**config.mk**
```make
export PLATFORM = sky130hd
export DESIGN_NAME = light_pwm_array
export DESIGN_NICKNAME = d
export VERILOG_FILES = /design/src/rtl/light_pkg.sv /design/src/rtl/light_level_fsm.sv /design/src/rtl/light_pwm_array.sv
export SDC_FILE = /design/constraint.sdc
export NUM_CORES = 1
export LEC_CHECK = 0
export BUFFER_PORTS_ARGS = -buffer_cell sky130_fd_sc_hd__buf_2
export CAP_MARGIN = 20
export CORE_UTILIZATION = 32
export DETAILED_ROUTE_END_ITERATION = 16
export SYNTH_ARGS = -nofsm -noshare
export SYNTH_HDL_FRONTEND = slang
export SYNTH_SLANG_ARGS = --single-unit
export TNS_END_PERCENT = 30
```
**constraint.sdc**
```tcl
create_clock -name CLK -period 4 [get_ports CLK]
set_clock_uncertainty 0.05 [all_clocks]
set_input_delay 0.2 -clock CLK [delete_from_list [all_inputs] [get_ports CLK]]
set_output_delay 0.2 -clock CLK [all_outputs]
set_load 0.02 [all_outputs]
```
**src/rtl/light_pkg.sv**
```systemverilog
// Shared types, default constants and saturating helpers for the
// ambient-light PWM driver.
package light_pkg;

  typedef enum logic [1:0] {
    DARK   = 2'd0,
    DIM    = 2'd1,
    BRIGHT = 2'd2
  } level_t;

  localparam int DEF_TH_LO       = 120;
  localparam int DEF_TH_HI       = 170;
  localparam int DEF_HYST        = 8;
  localparam int DEF_DUTY_DARK   = 1600;
  localparam int DEF_DUTY_DIM    = 800;
  localparam int DEF_DUTY_BRIGHT = 200;

  // a + b, clipped to max_val
  function automatic int sat_add(input int a, input int b, input int max_val);
    int s;
    s = a + b;
    if (s > max_val) return max_val;
    return s;
  endfunction

  // a - b, clipped to 0
  function automatic int sat_sub(input int a, input int b);
    if (b > a) return 0;
    return a - b;
  endfunction

endpackage

```
**src/rtl/light_level_fsm.sv**
```systemverilog
// Hysteresis classifier: maps the light level to DARK/DIM/BRIGHT,
// re-evaluated only when SAMPLE pulses.
module light_level_fsm
  import light_pkg::*;
#(
  parameter int LIGHT_W = 8,
  parameter int TH_LO   = DEF_TH_LO,
  parameter int TH_HI   = DEF_TH_HI,
  parameter int HYST    = DEF_HYST
) (
  input  logic               CLK,
  input  logic               RST,
  input  logic               SAMPLE,
  input  logic [LIGHT_W-1:0] LIGHT,
  output level_t             LEVEL
);

  localparam int LIGHT_MAX = (2 ** LIGHT_W) - 1;
  // Switching points, saturated to the LIGHT range
  localparam logic [LIGHT_W-1:0] LO_UP = LIGHT_W'(sat_add(TH_LO, HYST, LIGHT_MAX));
  localparam logic [LIGHT_W-1:0] LO_DN = LIGHT_W'(sat_sub(TH_LO, HYST));
  localparam logic [LIGHT_W-1:0] HI_UP = LIGHT_W'(sat_add(TH_HI, HYST, LIGHT_MAX));
  localparam logic [LIGHT_W-1:0] HI_DN = LIGHT_W'(sat_sub(TH_HI, HYST));

  level_t state_reg, state_next;

  // State register
  always_ff @(posedge CLK or posedge RST) begin
    if (RST) state_reg <= DARK;
    else     state_reg <= state_next;
  end

  // Next-state: only moves on a sample tick; direct jumps skip DIM
  always_comb begin
    state_next = state_reg;
    if (SAMPLE) begin
      case (state_reg)
        DARK: begin
          if (LIGHT >= HI_UP)     state_next = BRIGHT;
          else if (LIGHT > LO_UP) state_next = DIM;
        end
        DIM: begin
          if (LIGHT <= LO_DN)      state_next = DARK;
          else if (LIGHT >= HI_UP) state_next = BRIGHT;
        end
        BRIGHT: begin
          if (LIGHT <= LO_DN)     state_next = DARK;
          else if (LIGHT < HI_DN) state_next = DIM;
        end
        default: state_next = DARK;
      endcase
    end
  end

  // Output: current class
  always_comb begin
    LEVEL = state_reg;
  end

endmodule

```
**src/rtl/light_pwm_array.sv**
```systemverilog
// Ambient-light controlled multi-channel LED PWM with soft duty ramping
// and staggered channel phases.
// Optional manual duty override: define LIGHT_PWM_MANUAL_EN.
module light_pwm_array
  import light_pkg::*;
#(
  parameter int N_CH        = 4,
  parameter int LIGHT_W     = 8,
  parameter int CNT_W       = 12,
  parameter int PERIOD      = 2000,
  parameter int DIV_TICK    = 500,
  parameter int SAMPLE_DIV  = 2000,
  parameter int TH_LO       = DEF_TH_LO,
  parameter int TH_HI       = DEF_TH_HI,
  parameter int HYST        = DEF_HYST,
  parameter int DUTY_DARK   = DEF_DUTY_DARK,
  parameter int DUTY_DIM    = DEF_DUTY_DIM,
  parameter int DUTY_BRIGHT = DEF_DUTY_BRIGHT,
  parameter int RAMP_STEP   = 50
) (
  input  logic               CLK,
  input  logic               RST,
`ifdef LIGHT_PWM_MANUAL_EN
  input  logic               MAN,
  input  logic [CNT_W-1:0]   MAN_DUTY,
`endif
  input  logic [N_CH-1:0]    EN,
  input  logic [LIGHT_W-1:0] LIGHT,
  output logic [N_CH-1:0]    LED,
  output logic [1:0]         LEVEL,
  output logic [CNT_W-1:0]   DUTY
);

  localparam int PW = (DIV_TICK > 1) ? $clog2(DIV_TICK) : 1;
  localparam int SW = (SAMPLE_DIV > 1) ? $clog2(SAMPLE_DIV) : 1;
  localparam logic [PW-1:0]    PRESC_LAST = PW'(DIV_TICK - 1);
  localparam logic [SW-1:0]    SAMP_LAST  = SW'(SAMPLE_DIV - 1);
  localparam logic [CNT_W-1:0] CNT_LAST   = CNT_W'(PERIOD - 1);
  localparam logic [CNT_W-1:0] PERIOD_C   = CNT_W'(PERIOD);
  localparam logic [CNT_W:0]   PERIOD_X   = (CNT_W + 1)'(PERIOD);
  localparam logic [CNT_W-1:0] STEP_C     = CNT_W'(RAMP_STEP);

  logic [PW-1:0]    presc_reg;
  logic [CNT_W-1:0] cnt_reg;
  logic [SW-1:0]    samp_reg;
  logic [CNT_W-1:0] duty_reg, duty_next;
  logic [CNT_W-1:0] target, target_lvl;
  logic [N_CH-1:0]  led_reg, led_next;
  logic             step_tick, period_end, sample_tick;
  level_t           level;

  assign step_tick   = (presc_reg == PRESC_LAST);
  assign period_end  = step_tick && (cnt_reg == CNT_LAST);
  assign sample_tick = step_tick && (samp_reg == SAMP_LAST);

  // Prescaler, PWM counter and sample counter
  always_ff @(posedge CLK or posedge RST) begin
    if (RST) begin
      presc_reg <= '0;
      cnt_reg   <= '0;
      samp_reg  <= '0;
    end else begin
      presc_reg <= step_tick ? '0 : presc_reg + 1'b1;
      if (step_tick) begin
        cnt_reg  <= (cnt_reg == CNT_LAST) ? '0 : cnt_reg + 1'b1;
        samp_reg <= (samp_reg == SAMP_LAST) ? '0 : samp_reg + 1'b1;
      end
    end
  end

  light_level_fsm #(
    .LIGHT_W (LIGHT_W),
    .TH_LO   (TH_LO),
    .TH_HI   (TH_HI),
    .HYST    (HYST)
  ) u_fsm (
    .CLK    (CLK),
    .RST    (RST),
    .SAMPLE (sample_tick),
    .LIGHT  (LIGHT),
    .LEVEL  (level)
  );

  // Target duty follows the registered level, so a boundary coinciding with
  // a sample still ramps toward the pre-sample target
  always_comb begin
    case (level)
      DIM:     target_lvl = CNT_W'(DUTY_DIM);
      BRIGHT:  target_lvl = CNT_W'(DUTY_BRIGHT);
      default: target_lvl = CNT_W'(DUTY_DARK);
    endcase
  end

`ifdef LIGHT_PWM_MANUAL_EN
  assign target = MAN ? ((MAN_DUTY > PERIOD_C) ? PERIOD_C : MAN_DUTY) : target_lvl;
`else
  assign target = target_lvl;
`endif

  // Bounded step toward the target
  always_comb begin
    duty_next = duty_reg;
    if (target > duty_reg)
      duty_next = ((target - duty_reg) > STEP_C) ? duty_reg + STEP_C : target;
    else if (target < duty_reg)
      duty_next = ((duty_reg - target) > STEP_C) ? duty_reg - STEP_C : target;
  end

  // Duty only changes at period boundaries so no pulse is cut short
  always_ff @(posedge CLK or posedge RST) begin
    if (RST)             duty_reg <= '0;
    else if (period_end) duty_reg <= duty_next;
  end

  // Per-channel phase-shifted comparators
  for (genvar gi = 0; gi < N_CH; gi++) begin : g_ch
    localparam logic [CNT_W:0] OFF = (CNT_W + 1)'((PERIOD * gi) / N_CH);
    logic [CNT_W:0] sum;
    logic [CNT_W:0] ph;
    assign sum          = {1'b0, cnt_reg} + OFF;
    assign ph           = (sum >= PERIOD_X) ? sum - PERIOD_X : sum;
    assign led_next[gi] = EN[gi] & (ph < {1'b0, duty_reg});
  end

  // Registered LED outputs, cleared immediately by reset
  always_ff @(posedge CLK or posedge RST) begin
    if (RST) led_reg <= '0;
    else     led_reg <= led_next;
  end

  assign LED   = led_reg;
  assign LEVEL = level;
  assign DUTY  = duty_reg;

endmodule

```
---- Word-level counts from Yosys, hierarchy flattened ----
Index checks and enable logic that the tools add are counted.
word-level totals
  logic and storage cells ................. 73
  register bits after elaboration ......... 50
cells by class
  $add $sub $neg .......................... 14
  reduce and logical (&&, ||, !) cells .... 6
  multiplexer cells ....................... 19
  bitwise logic cells ..................... 4
  order comparisons ....................... 16
  equal/unequal tests ..................... 8
operator list
  cell                    number
  $mux 12                 5
  $lt 13x12->1            4
  $mux 13                 4
  $ge 13x11->1 const B    3
  $sub 13x11->13 const B  3
  $gt 12x6->1 const B     2
  $sub 12x12->12          2
  $pmux 11 s2             1
  $add 12x10->13 const B  1
  $add 12x11->13 const B  1
  $add 12x9->13 const B   1
  $sub 12x11->13 const B  1
  $add 12x1->12 const B   1
  $add 12x6->12 const B   1
  $eq 12x11->1 const B    1
  $ge 12x11->1 const B    1
  $gt 12x12->1            1
  $lt 12x12->1            1
  $mux 2                  6
  $sub 12x6->12 const B   1
  $add 11x1->11 const B   1
  $eq 11x11->1 const B    1
  $mux 11                 1
  $add 9x1->9 const B     1
  16 further kinds        22

---- Logic depth before layout (Yosys ltp) ----
Gate-level depths: netlist of the first run.
  depth in word-level cells ............... 7
  mapped depth ............................ 18
  gate-level depth less buffers ........... 17

---- Hierarchy ----
Synthesis of the first run repeated with hierarchy kept, for this count alone.
second synthesis, totals
  cell total of the unflattened synthesis .. 751
  area, all modules ....................... 6122.1 µm²
modules (own cells, without submodules)
  module           cells an instance  instances  area each (µm²)
  light_pwm_array  727                1          5931.9
  light_level_fsm  24                 1          190.2

---- Worst setup path after synthesis of the first run ----
Ideal clock, no wire load.
  path kind ............................... register to register
  from .................................... register cnt_reg[5]
  to ...................................... register led_reg[1] (netlist: LED[1])
  data required time ...................... 3885 ps
  slack ................................... 299 ps
  data arrival time ....................... 3587 ps
  period minus slack after synthesis ...... 3701 ps
  path buffers ............................ 1
  cell stages (with the launch flop) ...... 18
  library setup time ...................... 65 ps
  path through ............................ dfrtp_1 > buf_2 > inv_1 > ha_1 > a21boi_0 > nand2_1 > o32ai_1 > inv_1 > a31oi_1 > nor2_1 > nand2_1 > xnor2_1 > ha_1 > a21o_1 > nand2_1 > nand4b_1 > a311oi_1 > o21a_1
between the ends
  word-level cells in the longest chain between the ends .. 5
RTL lines
  what                                            line                    RTL
  start, declared                                 light_pwm_array.sv:44   logic [CNT_W-1:0] cnt_reg;
  start signal, assigned                          light_pwm_array.sv:65   cnt_reg <= (cnt_reg == CNT_LAST) ? '0 : cnt_reg + 1'b1;
  $add 12x9->13 *                                 light_pwm_array.sv:120  assign sum = {1'b0, cnt_reg} + OFF;
  $sub 13x11->13 or $ge 13x11->1 (tied branches)  light_pwm_array.sv:121  assign ph = (sum >= PERIOD_X) ? sum - PERIOD_X : sum;
  $mux 13 *                                       light_pwm_array.sv:121
  $lt 13x12->1 *                                  light_pwm_array.sv:122  assign led_next[gi] = EN[gi] & (ph < {1'b0, duty_reg});
  $and 1x1->1 *                                   light_pwm_array.sv:122
  net led_next[1]                                 light_pwm_array.sv:48   logic [N_CH-1:0] led_reg, led_next;
  end signal, assigned                            light_pwm_array.sv:128  else led_reg <= led_next;
  end, declared                                   light_pwm_array.sv:48
The timed path passes the listed nets; every way through them passes the cells marked *.
A chain may end at the register's enable or synchronous reset.

---- Worst setup path in the final report of the first run ----
  from .................................... register u_fsm.state_reg[1] (netlist: u_fsm.LEVEL[1])
  to ...................................... register duty_reg[5] (netlist: DUTY[5])
between the ends
  word-level cells in the longest chain between the ends .. 7
RTL lines
  what                                      line                    RTL
  start, declared                           light_level_fsm.sv:25   level_t state_reg, state_next;
  start signal, assigned                    light_level_fsm.sv:30   else state_reg <= state_next;
  $eq 2x2->1 or $eq 2x1->1 (tied branches)  light_pwm_array.sv:87   case (level)
  $pmux 11 s2 *                             light_pwm_array.sv:87
  $sub 12x12->12                            light_pwm_array.sv:106  duty_next = ((duty_reg - target) > STEP_C) ? duty_reg - STEP_C : target;
  $gt 12x6->1                               light_pwm_array.sv:106
  $mux 12                                   light_pwm_array.sv:106
  $mux 12                                   light_pwm_array.sv:105  else if (target < duty_reg)
  $mux 12                                   light_pwm_array.sv:103  if (target > duty_reg)
  end signal, assigned                      light_pwm_array.sv:112  else if (period_end) duty_reg <= duty_next;
  end, declared                             light_pwm_array.sv:46   logic [CNT_W-1:0] duty_reg, duty_next;
Every way passes the cells marked *; elsewhere a longest branch is shown, timed or not. The select of a mux whose other input is x is not followed.

==> results of run 1 <==
[synthesized netlist by cell type (all sizes together), types with 6 or more instances]
cell type  instances  area [um2]
o21a              15       112.6
inv               43       161.4
o21ai             37       196.4
ha                88        1101
a21oi             46       237.7
or4                9       67.56
and3               7       43.79
nor2b              9       56.30
xor2              20       175.2
buf               21       120.1
nand2             59       237.7
nand4             20       125.1
dfrtp             49        1226
a31oi             10       62.56
o221ai             6       52.55
nor3              28       145.1
nor4               7       56.30
or3               14       87.58
a21o              15       112.6
o31ai             11       82.58
nor2              62       235.2
nand2b            10       70.06
a211oi             7       62.56
xnor2             49       429.2
o211ai             8       65.06
nand3             24       120.1
clkbuf            11       41.29
[layout make-up]
class	instances	area [um2]	share of cell area
multi-input combinational	636	4649	0.6638
clock buffer	6	128.9	0.01840
clock inverter	2	13.76	0.001965
tap	260	325.3	0.04645
timing repair buffer	76	495.5	0.07074
sequential	49	1226	0.1751
inverter	44	165.2	0.02358
[repair_timing]
action,CTS,global route
hold endpoints to repair,0,0
resized for setup,0,4
endpoints found under the setup margin,0,11
[power by group through the flow]
stage / clock network (uW) / registers, uW / logic, uW
floorplan: 0 / 505 / 14.4
CTS: 453 / 495 / 28.1
detailed placement: 0 / 505 / 28.2
global route: 476 / 495 / 31.0
finish: 445 / 495 / 26.8
global placement: 0 / 505 / 28.1
[logic make-up after synthesis]
logic type                 count (synthesis)  share of synthesized area
and+or+nand+nor                          260                     0.2169
DFF                                       49                     0.1983
other                                      1                  0.0006065
muxes                                      7                    0.01174
xor gates and xnor gates                  69                    0.09773
adders and majority gates                 88                     0.1781
AOI/OAI and AO/OA                        211                     0.2438
buffers and inverters                     76                    0.05281
[stage by stage]
stage | instance area, um2 | worst slack, ns | hold WS, ns | cells
final | 7004 | 0.2316 | 0.02433 | 1073
after global routing | 7004 | 0.001143 | 0.09328 | 1073
after CTS | 6993 | 0.1782 | 0.06099 | 1073
after detailed placement | 6850 | 0.2092 | 0.3819 | 1065
after global placement | 6850 | 0.2777 | 0.3788 | 1065
after floorplan | 6183 | 0.2986 | 0.2916 | 761
[cells in the final DEF (no fill, tap or decap), drive strengths merged, types with 10 or more instances in the layout]
master / count
ha: 88
buf: 76
nor2: 62
nand2: 59
dfrtp: 49
xnor2: 49
a21oi: 46
inv: 44
o21ai: 37
nor3: 28
nand3: 24
xor2: 20
nand4: 20
a21o: 15
o21a: 15
or3: 14
o31ai: 11
a31oi: 10
nand2b: 10
[how the worst max path moves through the flow]
stage	slack, ns	endpoint	cells past startpoint	startpoint
after floorplan	0.30	LED[1]	17	cnt_reg[5]
after global placement	0.28	DUTY[5]	13	u_fsm.LEVEL[1]
after detailed placement	0.21	DUTY[5]	11	u_fsm.LEVEL[0]
after CTS	0.18	DUTY[5]	11	u_fsm.LEVEL[0]
after global routing	0.001	DUTY[3]	12	u_fsm.LEVEL[1]
final	0.23	DUTY[5]	13	u_fsm.LEVEL[1]
[metal layers]
| layer | vias up | share of wire |
|---|---|---|
| met5 | - | 0 |
| met4 | 0 | 0.027 |
| met3 | 28 | 0.036 |
| met2 | 152 | 0.46 |
| met1 | 2751 | 0.48 |
| li1 | 2907 | - |
[worst min-delay path, cell delays in order]
cell and delay, ns:
buf_2 0.10, inv_2 0.03, buf_4 0.52
==> results.rst, run 1 <==
.. list-table::
   :header-rows: 1

   * - Metric
     - Value
   * - First-pass GRT wire length
     - 28690 um
   * - Worst max-slew margin expressed relative to the limit
     - 0.5040
   * - Maximum frequency from static timing analysis
     - 265.4 MHz
   * - FF-to-FF Start
     - u_fsm.LEVEL[1]
   * - Detailed router's first-iteration violation count
     - around 450
   * - Cell type group with the largest total delay on the critical path
     - compound AO/OA/AOI/OAI gates
   * - Power share of the clock group
     - 0.460
   * - Combined buffer and inverter count along the critical path
     - 3
   * - Post-synth EDFFs
     - 0
   * - Sort of element at the start of the critical path
     - flop
   * - Post-CTS setup repair buffer count
     - 0
   * - Cell count after synthesis
     - about 760
   * - Sequential share of the synthesized area
     - 0.1983
   * - Detail-routed via count per cell
     - 5.441
   * - Cell-by-cell trace of the critical path
     - inv_1 > ha_1 > inv_1 > ha_1 > o21ai_1 > nor2b_1 > o311ai_0 > o211ai_2 > or4_1 > buf_4 > nand2_8 > o22ai_1 > o32a_1
   * - Mean instance size in the synthesized netlist
     - between 8 and 9 um2
   * - Critical-path top delay cell
     - or4_1
   * - # DRC
     - 0
   * - Slew of the pin with the lowest slew margin
     - 0.7440 ns
   * - Number of iterations in the first detailed-routing pass
     - 5
   * - Static leakage power
     - between 0.003 and 0.004 uW
   * - Post-DP HPWL
     - 13250 um
   * - Power density over cell area
     - 138.0 mW/mm2
   * - Area grow syn2layout
     - 13.27%
   * - Worst endpoint required time
     - 4.13 ns
   * - Busiest grt layer
     - met2
   * - Number of unique standard cell types used by synthesis
     - 78
   * - Total Routing Usage GR
     - 0.1782
   * - Hold bufs inserted after CTS
     - 0
   * - Buffer levels on the longest clock path
     - 2
   * - Largest net degree at the start of global routing
     - 50
   * - Met2 Track Usage GR
     - 0.2956
   * - Clock root buffer
     - clkbuf_16
   * - Clock latency of the later-clocked register in the worst-skew pair
     - 0.30 ns
   * - Number of filler cells placed in the layout
     - about 1900
   * - Largest voltage drop on the vdd net
     - 160.2 uV
   * - Total negative slack
     - 0 ns
   * - Most used flip-flop cell after synthesis
     - dfrtp_1
   * - Number of hold violations in the final report
     - 0
   * - Synthesized net count
     - 863
   * - Number of port buffers
     - 30
   * - Final Total Pwr
     - 966.3 uW
   * - Clock sinks
     - just under 50
   * - Net count reported at finish
     - 914
   * - Cell area after technology mapping
     - around 0.006 mm2
   * - Share of final-layout standard cells stronger than drive strength 1
     - 0.1390
   * - Largest fanout of any net on the critical path
     - 7
   * - I/O pin count
     - 32
   * - Switching share of power
     - 0.2363
   * - DR vias
     - 5838
   * - RSZ-0062 raised after global routing
     - false
   * - Die Y
     - ~140 um
   * - Post-DRT Antenna Nets
     - 0
   * - Arrival time worst endpoint
     - 3.90 ns
   * - M1 GR Usage
     - 0.2394
   * - Total Routed Length
     - around 17000 um
   * - Std-Cell Core Area
     - approximately 0.019 mm2
   * - Floorplan die width
     - 141.0 um
   * - Maximum level of the CTS H-tree
     - 2
   * - Post-layout min period
     - 3.768 ns
   * - Final Core Density
     - 0.3720
   * - Number of maximum-capacitance violations
     - 0
   * - Part of the total power dissipated in combinational logic
     - 0.028
   * - Vias in the first global route
     - 5585
   * - Type of the worst min-delay path
     - input pin to async pin
   * - Yosys warnings
     - 0
   * - Starting density of the core
     - 0.3284
   * - Clock slew at the register clock pins of the worst setup and hold paths
     - about 0.07 ns
   * - Placer's final routability congestion estimate
     - 0.8702
   * - WL/cell
     - ~16 um
   * - Endpoint of the most critical register-to-register path
     - DUTY[5]
   * - Reg-to-reg setup timing slack
     - 0.23 ns
   * - CP max stage delay
     - 0.61 ns
   * - # setup viols final
     - 0
   * - Number of antenna violations at the first check in global routing
     - 0
   * - Congestion Overflow GR
     - 0
   * - Fraction of synthesis flops using an asynchronous set or reset pin
     - 1.000
   * - Post-synthesis sequential element count
     - 49
   * - Outcome
     - finished, final reports clean
   * - Number of core rows
     - 50
   * - Final period utilization
     - 0.9421
   * - CTS Buf Count
     - 5
   * - Final max-slew violation count
     - 0
   * - TritonCTS clock tree
     - built
   * - R2r worst-path depth
     - 13
   * - Reg power frac
     - 0.512
   * - M3 GR Usage
     - 0.01868
   * - Cell internal power dissipation
     - 738.0 uW
   * - DIE AREA
     - 0.01988 mm2
   * - Crit path kind
     - flop to flop
   * - Flip-flop count of the largest register after layout
     - 12
   * - Critical Path End Type
     - flop
   * - Switching power
     - 228.3 uW
   * - Antenna Cells
     - 0
No activity file was read; power rests on OpenSTA's default activity.
==> inputs of run 2 (changes only) <==
--- a/config.mk
+++ b/config.mk
@@ -7,6 +7,7 @@
 export LEC_CHECK = 0
 export BUFFER_PORTS_ARGS = -buffer_cell sky130_fd_sc_hd__buf_2
 export CAP_MARGIN = 20
+export CORE_MARGIN = 2
 export CORE_UTILIZATION = 32
 export DETAILED_ROUTE_END_ITERATION = 16
 export SYNTH_ARGS = -nofsm -noshare
==> run 2 against run 1 <==
Against the previous run:
- combinational power increased by 3%
- design area increased by 0.52%
- global-route usage shrank 0.45 points
- critical path type unchanged
- largest cell class unchanged
==> results.rst, run 2 (same netlist as run 1, synthesis figures left out) <==
.. list-table::
   :header-rows: 1

   * - Metric
     - Value
   * - Cell-by-cell trace of the critical path
     - inv_1 > ha_1 > ha_1 > nor3b_2 > o221ai_1 > a222oi_1 > o221ai_1 > or4_1 > o21ai_4 > o22ai_1 > o32a_1
   * - Clock root buffer
     - clkbuf_16
   * - Post-CTS setup repair buffer count
     - 0
   * - R2r worst-path depth
     - 11
   * - Worst path setup slack after routing
     - 0.2553 ns
   * - Buffer levels on the longest clock path
     - 2
   * - Maximum level of the CTS H-tree
     - 2
   * - Critical-path top delay cell
     - or4_1
   * - Combined buffer and inverter count along the critical path
     - 1
   * - Number of iterations in the first detailed-routing pass
     - 5
   * - Most used cells in the layout excluding fill and tap cells
     - ha_1 (86), nor2_1 (61), nand2_1 (58)
   * - Die Y
     - 143.0 um
   * - Starting density of the core
     - 0.3284
   * - Depth of the critical timing path with buffers and inverters included
     - 11
   * - Worst setup slack before clock tree synthesis
     - 0.1961 ns
   * - Most frequent standard cell in the layout excluding fill and tap cells
     - ha_1
   * - Tightest hold margin
     - 0.03397 ns
   * - Number of hold violations in the final report
     - 0
   * - Floorplan die width
     - 143.0 um
   * - Slew of the pin with the lowest slew margin
     - about 0.77 ns
   * - Number of port buffers
     - 30
   * - Net count reported at finish
     - 916
   * - TritonCTS clock tree
     - built
   * - Total negative slack
     - 0 ns
   * - # setup viols final
     - 0
   * - Maximum frequency from static timing analysis
     - 267.0 MHz
   * - Detailed router's first-iteration violation count
     - 379
   * - Detail-routed via count per cell
     - 5.426
   * - Final max-slew violation count
     - 0
   * - Crit path kind
     - flop to flop
   * - Reg-to-reg setup timing slack
     - 0.26 ns
   * - Post-DP HPWL
     - 13350 um
   * - Clock latency of the later-clocked register in the worst-skew pair
     - 0.30 ns
   * - Number of antenna violations at the first check in global routing
     - 0
   * - Cell area after layout
     - between 0.007 and 0.008 mm2
   * - Largest fanout of any net on the critical path
     - 6
   * - Congestion Overflow GR
     - 0
   * - Critical Path End Type
     - flop
   * - Post-DRT Antenna Nets
     - 0
   * - WL/cell
     - approximately 16 um
   * - Largest net degree at the start of global routing
     - 50
   * - Flip-flop count of the largest register after layout
     - 12
   * - Number of maximum-capacitance violations
     - 0
   * - Placer's final routability congestion estimate
     - 0.9202
   * - Outcome
     - finished, final reports clean
   * - I/O pin count
     - 32
   * - Cell type group with the largest total delay on the critical path
     - compound AO/OA/AOI/OAI gates
   * - Worst max-slew margin expressed relative to the limit
     - 0.4868
   * - First-pass GRT wire length
     - around 29000 um
   * - Worst endpoint required time
     - approximately 4.1 ns
   * - Total Routing Usage GR
     - 0.1736
   * - Final period utilization
     - 0.9362
   * - Number of core rows
     - 50
   * - Clock slew at the register clock pins of the worst setup and hold paths
     - 0.08 ns
   * - Area grow syn2layout
     - 13.86%
   * - Vias in the first global route
     - 5601
   * - CP max stage delay
     - between 0.5 and 0.6 ns
   * - Arrival time worst endpoint
     - between 3 and 4 ns
   * - # DRC
     - 0
   * - Area post-placement
     - ~0.0069 mm2
   * - Final Core Density
     - 0.3739
   * - Share of final-layout standard cells stronger than drive strength 1
     - 0.1423
   * - Type of the worst min-delay path
     - input pin to async pin
   * - Largest voltage drop on the vdd net
     - between 150 and 200 uV
   * - Total Routed Length
     - about 17000 um
   * - DR vias
     - 5833
   * - FF-to-FF Start
     - u_fsm.LEVEL[0]
   * - Power density over cell area
     - 137.1 mW/mm2
   * - DIE AREA
     - 0.02045 mm2
   * - Std-Cell Core Area
     - approximately 0.019 mm2
   * - Static leakage power
     - ~0.0030 uW
   * - CTS Buf Count
     - 5
   * - Post-layout min period
     - 3.745 ns
   * - Sort of element at the start of the critical path
     - flop
   * - Antenna Cells
     - 0
   * - Clock sinks
     - 49
   * - Worst setup path startpoint
     - u_fsm.LEVEL[0]
==> run 2: cell type report <==
type                       count  area [um2]
clock buffer                   5       125.1
clock inverter                 3       25.02
fill                        1952       11790
inverter                      44       165.2
multi-input combinational    636        4663
sequential                    49        1226
tap                          260       325.3
timing repair buffer          78       510.5
==> run 2: final timing paths <==
path / to
worst min-delay path: samp_reg[7]
worst max-delay path: DUTY[5]
min in group CLK: LED[0]
max in group asynchronous: cnt_reg[11]
worst min register to register: presc_reg[8]
worst max register to register: DUTY[5]
==> run 2: stage by stage <==
stage,instances,total power (uW)
floorplan,761,519.2
global placement,1067,533.2
detailed placement,1067,533.4
CTS,1075,987.4
global route,1075,1011
finish,1075,965.5
==> run 2: routing by layer <==
metal  routed length (um)  global-route usage
met2                 8013              0.2871
met4                  310             0.04898
met1                 8377              0.2417
met3                  598             0.01509
met5                    0                   0
==> run 2: repair_timing <==
item,in CTS,in global routing
hold endpoints to repair,0,0
setup endpoints to repair,0,4
hold buffers,0,0
gates resized for setup,0,6
==> run 2: worst min-delay path, delay by kind of cell <==
kind	cells	cell delay [ns]
buffers and inverters	3	0.67
==> run 2: report_power, final <==
part	internal [uW]	switching, uW
sequential	495	0
combinational	8.68	18.8
clock	237	206
==> inputs of run 3 (changes only) <==
--- a/config.mk
+++ b/config.mk
@@ -7,9 +7,12 @@
 export LEC_CHECK = 0
 export BUFFER_PORTS_ARGS = -buffer_cell sky130_fd_sc_hd__buf_2
 export CAP_MARGIN = 20
+export CELL_PAD_IN_SITES_DETAIL_PLACEMENT = 1
+export CELL_PAD_IN_SITES_GLOBAL_PLACEMENT = 1
 export CORE_MARGIN = 2
 export CORE_UTILIZATION = 32
 export DETAILED_ROUTE_END_ITERATION = 16
+export PLACE_DENSITY_LB_ADDON = 0.1
 export SYNTH_ARGS = -nofsm -noshare
 export SYNTH_HDL_FRONTEND = slang
 export SYNTH_SLANG_ARGS = --single-unit
==> run 3 against run 2 <==
Against the previous run:
- die area stayed put
- largest cell class unchanged
- sequential power about the same
- non-clock buffer count up 6
- sequential share of layout area decreased by 0.13 points
- core utilization increased by 0.32 points
- worst setup slack got worse by 0.014 ns
- critical path type unchanged
- register-to-register slack barely moved
- largest power group unchanged
- design area grew 0.85%
- fmax down 0.38%
- clock power is 4% higher
==> results.rst, run 3 (same netlist as run 1, synthesis figures left out) <==
.. list-table::
   :header-rows: 1

   * - Metric
     - Value
   * - Outcome
     - finished, final reports clean
   * - Crit path kind
     - flop to flop
   * - Largest net degree at the start of global routing
     - 28
   * - Final period utilization
     - 0.9398
   * - Power density over cell area
     - 138.3 mW/mm2
   * - Congestion Overflow GR
     - 0
   * - RSZ-0062 raised after global routing
     - false
   * - Final max-slew violation count
     - 0
   * - Number of core rows
     - 50
   * - Worst max-slew margin expressed relative to the limit
     - 0.4988
   * - Post-DP HPWL
     - 16890 um
   * - Number of port buffers
     - 30
   * - Critical Path End Type
     - flop
   * - Sort of element at the start of the critical path
     - flop
   * - Detail-routed via count per cell
     - 5.587
   * - Antenna Cells
     - 0
   * - CTS Buf Count
     - 5
   * - Most frequent standard cell in the layout excluding fill and tap cells
     - ha_1
   * - Flip-flop count of the largest register after layout
     - 12
   * - Share of final-layout standard cells stronger than drive strength 1
     - 0.1486
   * - Worst path setup slack after routing
     - roughly 0.24 ns
   * - Slew of the pin with the lowest slew margin
     - 0.7518 ns
   * - Post-layout min period
     - 3.759 ns
   * - Cell-by-cell trace of the critical path
     - inv_1 > ha_1 > ha_2 > nor2b_1 > o221ai_1 > a222oi_1 > o221ai_1 > or4_1 > o21ai_4 > o22ai_1 > o32a_1
   * - Total Routed Length
     - 20930 um
   * - Total negative slack
     - 0 ns
   * - Critical-path top delay cell
     - or4_1
   * - DR vias
     - 6040
   * - Detailed router's first-iteration violation count
     - approximately 190
   * - Tightest hold margin
     - approximately 0.11 ns
   * - Clock latency of the later-clocked register in the worst-skew pair
     - about 0.30 ns
   * - Worst endpoint required time
     - 4.14 ns
   * - Number of iterations in the first detailed-routing pass
     - 4
   * - Area grow syn2layout
     - 14.83%
   * - Highest Signal Layer
     - met4
   * - Starting density of the core
     - 0.3284
   * - Net count reported at finish
     - 922
   * - First-pass GRT wire length
     - between 30000 and 40000 um
   * - DIE AREA
     - 0.02045 mm2
   * - Maximum frequency from static timing analysis
     - roughly 270 MHz
   * - Die Y
     - 143.0 um
   * - Total Routing Usage GR
     - 0.2115
   * - TritonCTS clock tree
     - built
   * - WL/cell
     - 19.36 um
   * - Combined buffer and inverter count along the critical path
     - 1
   * - Largest voltage drop on the vdd net
     - 144.0 uV
   * - Largest fanout of any net on the critical path
     - 10
   * - Clock root buffer
     - clkbuf_16
   * - Static leakage power
     - a little over 0.003 uW
   * - Placer's final routability congestion estimate
     - just over 0.8
   * - # DRC
     - 0
   * - Clock sinks
     - 49
   * - Number of hold violations in the final report
     - 0
   * - Buffer levels on the longest clock path
     - 2
   * - Clock slew at the register clock pins of the worst setup and hold paths
     - about 0.070 ns
   * - Met2 wirelength from detailed routing
     - approximately 10000 um
   * - Maximum level of the CTS H-tree
     - 2
   * - CP max stage delay
     - roughly 0.57 ns
   * - Number of antenna violations at the first check in global routing
     - 0
   * - Total met3 wirelength after detailed routing
     - 669 um
   * - Arrival time worst endpoint
     - 3.90 ns
   * - I/O pin count
     - 32
   * - Cell type group with the largest total delay on the critical path
     - compound AO/OA/AOI/OAI gates
   * - Floorplan die width
     - between 100 and 150 um
   * - Number of maximum-capacitance violations
     - 0
   * - Std-Cell Core Area
     - 0.01883 mm2
   * - Most used cells in the layout excluding fill and tap cells
     - ha_1 (87), nor2_1 (61), nand2_1 (58)
   * - Detailed-routing wirelength on met1
     - 9488 um
   * - Worst setup slack before clock tree synthesis
     - 0.1612 ns
   * - Post-DRT Antenna Nets
     - 0
   * - Post-CTS setup repair buffer count
     - 0
   * - Cell with the most instances on the worst path
     - o221ai_1
   * - # setup viols final
     - 0
   * - Vias in the first global route
     - about 6400
   * - Final Core Density
     - 0.3771
   * - Type of the worst min-delay path
     - input pin to flop
==> run 3: where the power goes <==
part | internal, uW | switching, uW | leakage, uW
registers | 495 | 0 | 0.000669
logic | 9.28 | 19.1 | 0.00232
clock network | 250 | 209 | 0.0000768
==> run 3: worst reg2reg max path: cells and delay by family, from the launching register on <==
family	cells	cell delay, ns
flip-flops	1	0.43
AO/OA/AOI/OAI	6	1.41
AND/OR/NAND/NOR	2	0.83
buffers and inverters	1	0.11
adder cells (fa/ha/maj)	2	0.82
==> run 3: layer usage <==
layer  vias up  track usage
met4         0      0.07504
met3        34      0.02515
met2       109       0.3679
met5         -            0
li1       2923            -
met1      2974       0.2695
==> run 3: area by class of cell <==
cell class / count / area (um2)
inverters: 44 / 165.2
clock buffers: 6 / 138.9
fillers: 2287 / 11730
clock inverters: 2 / 13.76
well taps: 260 / 325.3
multi-input cells: 636 / 4672
repair buffers: 84 / 558.0
flip-flops and latches: 49 / 1227
==> run 3: repair_timing <==
action	4_1_cts	5_1_grt
hold endpoints to repair	26	0
setup endpoints to repair	0	10
hold buffers	1	0
gates resized for setup	0	7
==> run 3: worst paths after layout <==
check / from / to / slack, ns / cells after the start
worst min-delay path: EN[0] / LED[0] / 0.11 / 3
min in group asynchronous: RST / samp_reg[5] / 0.47 / 3
worst max register to register: u_fsm.LEVEL[1] / DUTY[5] / 0.24 / 11
worst min register to register: presc_reg[0] / presc_reg[0] / 0.44 / 1
max in group asynchronous: RST / cnt_reg[2] / 2.62 / 4
worst max-delay path: u_fsm.LEVEL[1] / DUTY[5] / 0.24 / 11
==> run 3: metrics by stage <==
stage | instance area [um2] | cells | total power [uW]
2_1_floorplan | 6183 | 761 | 519.2
3_3_place_gp | 6914 | 1072 | 532.6
3_5_place_dp | 6914 | 1072 | 533.9
4_1_cts | 7077 | 1081 | 1007
5_1_grt | 7101 | 1081 | 1023
6_report | 7101 | 1081 | 982.2
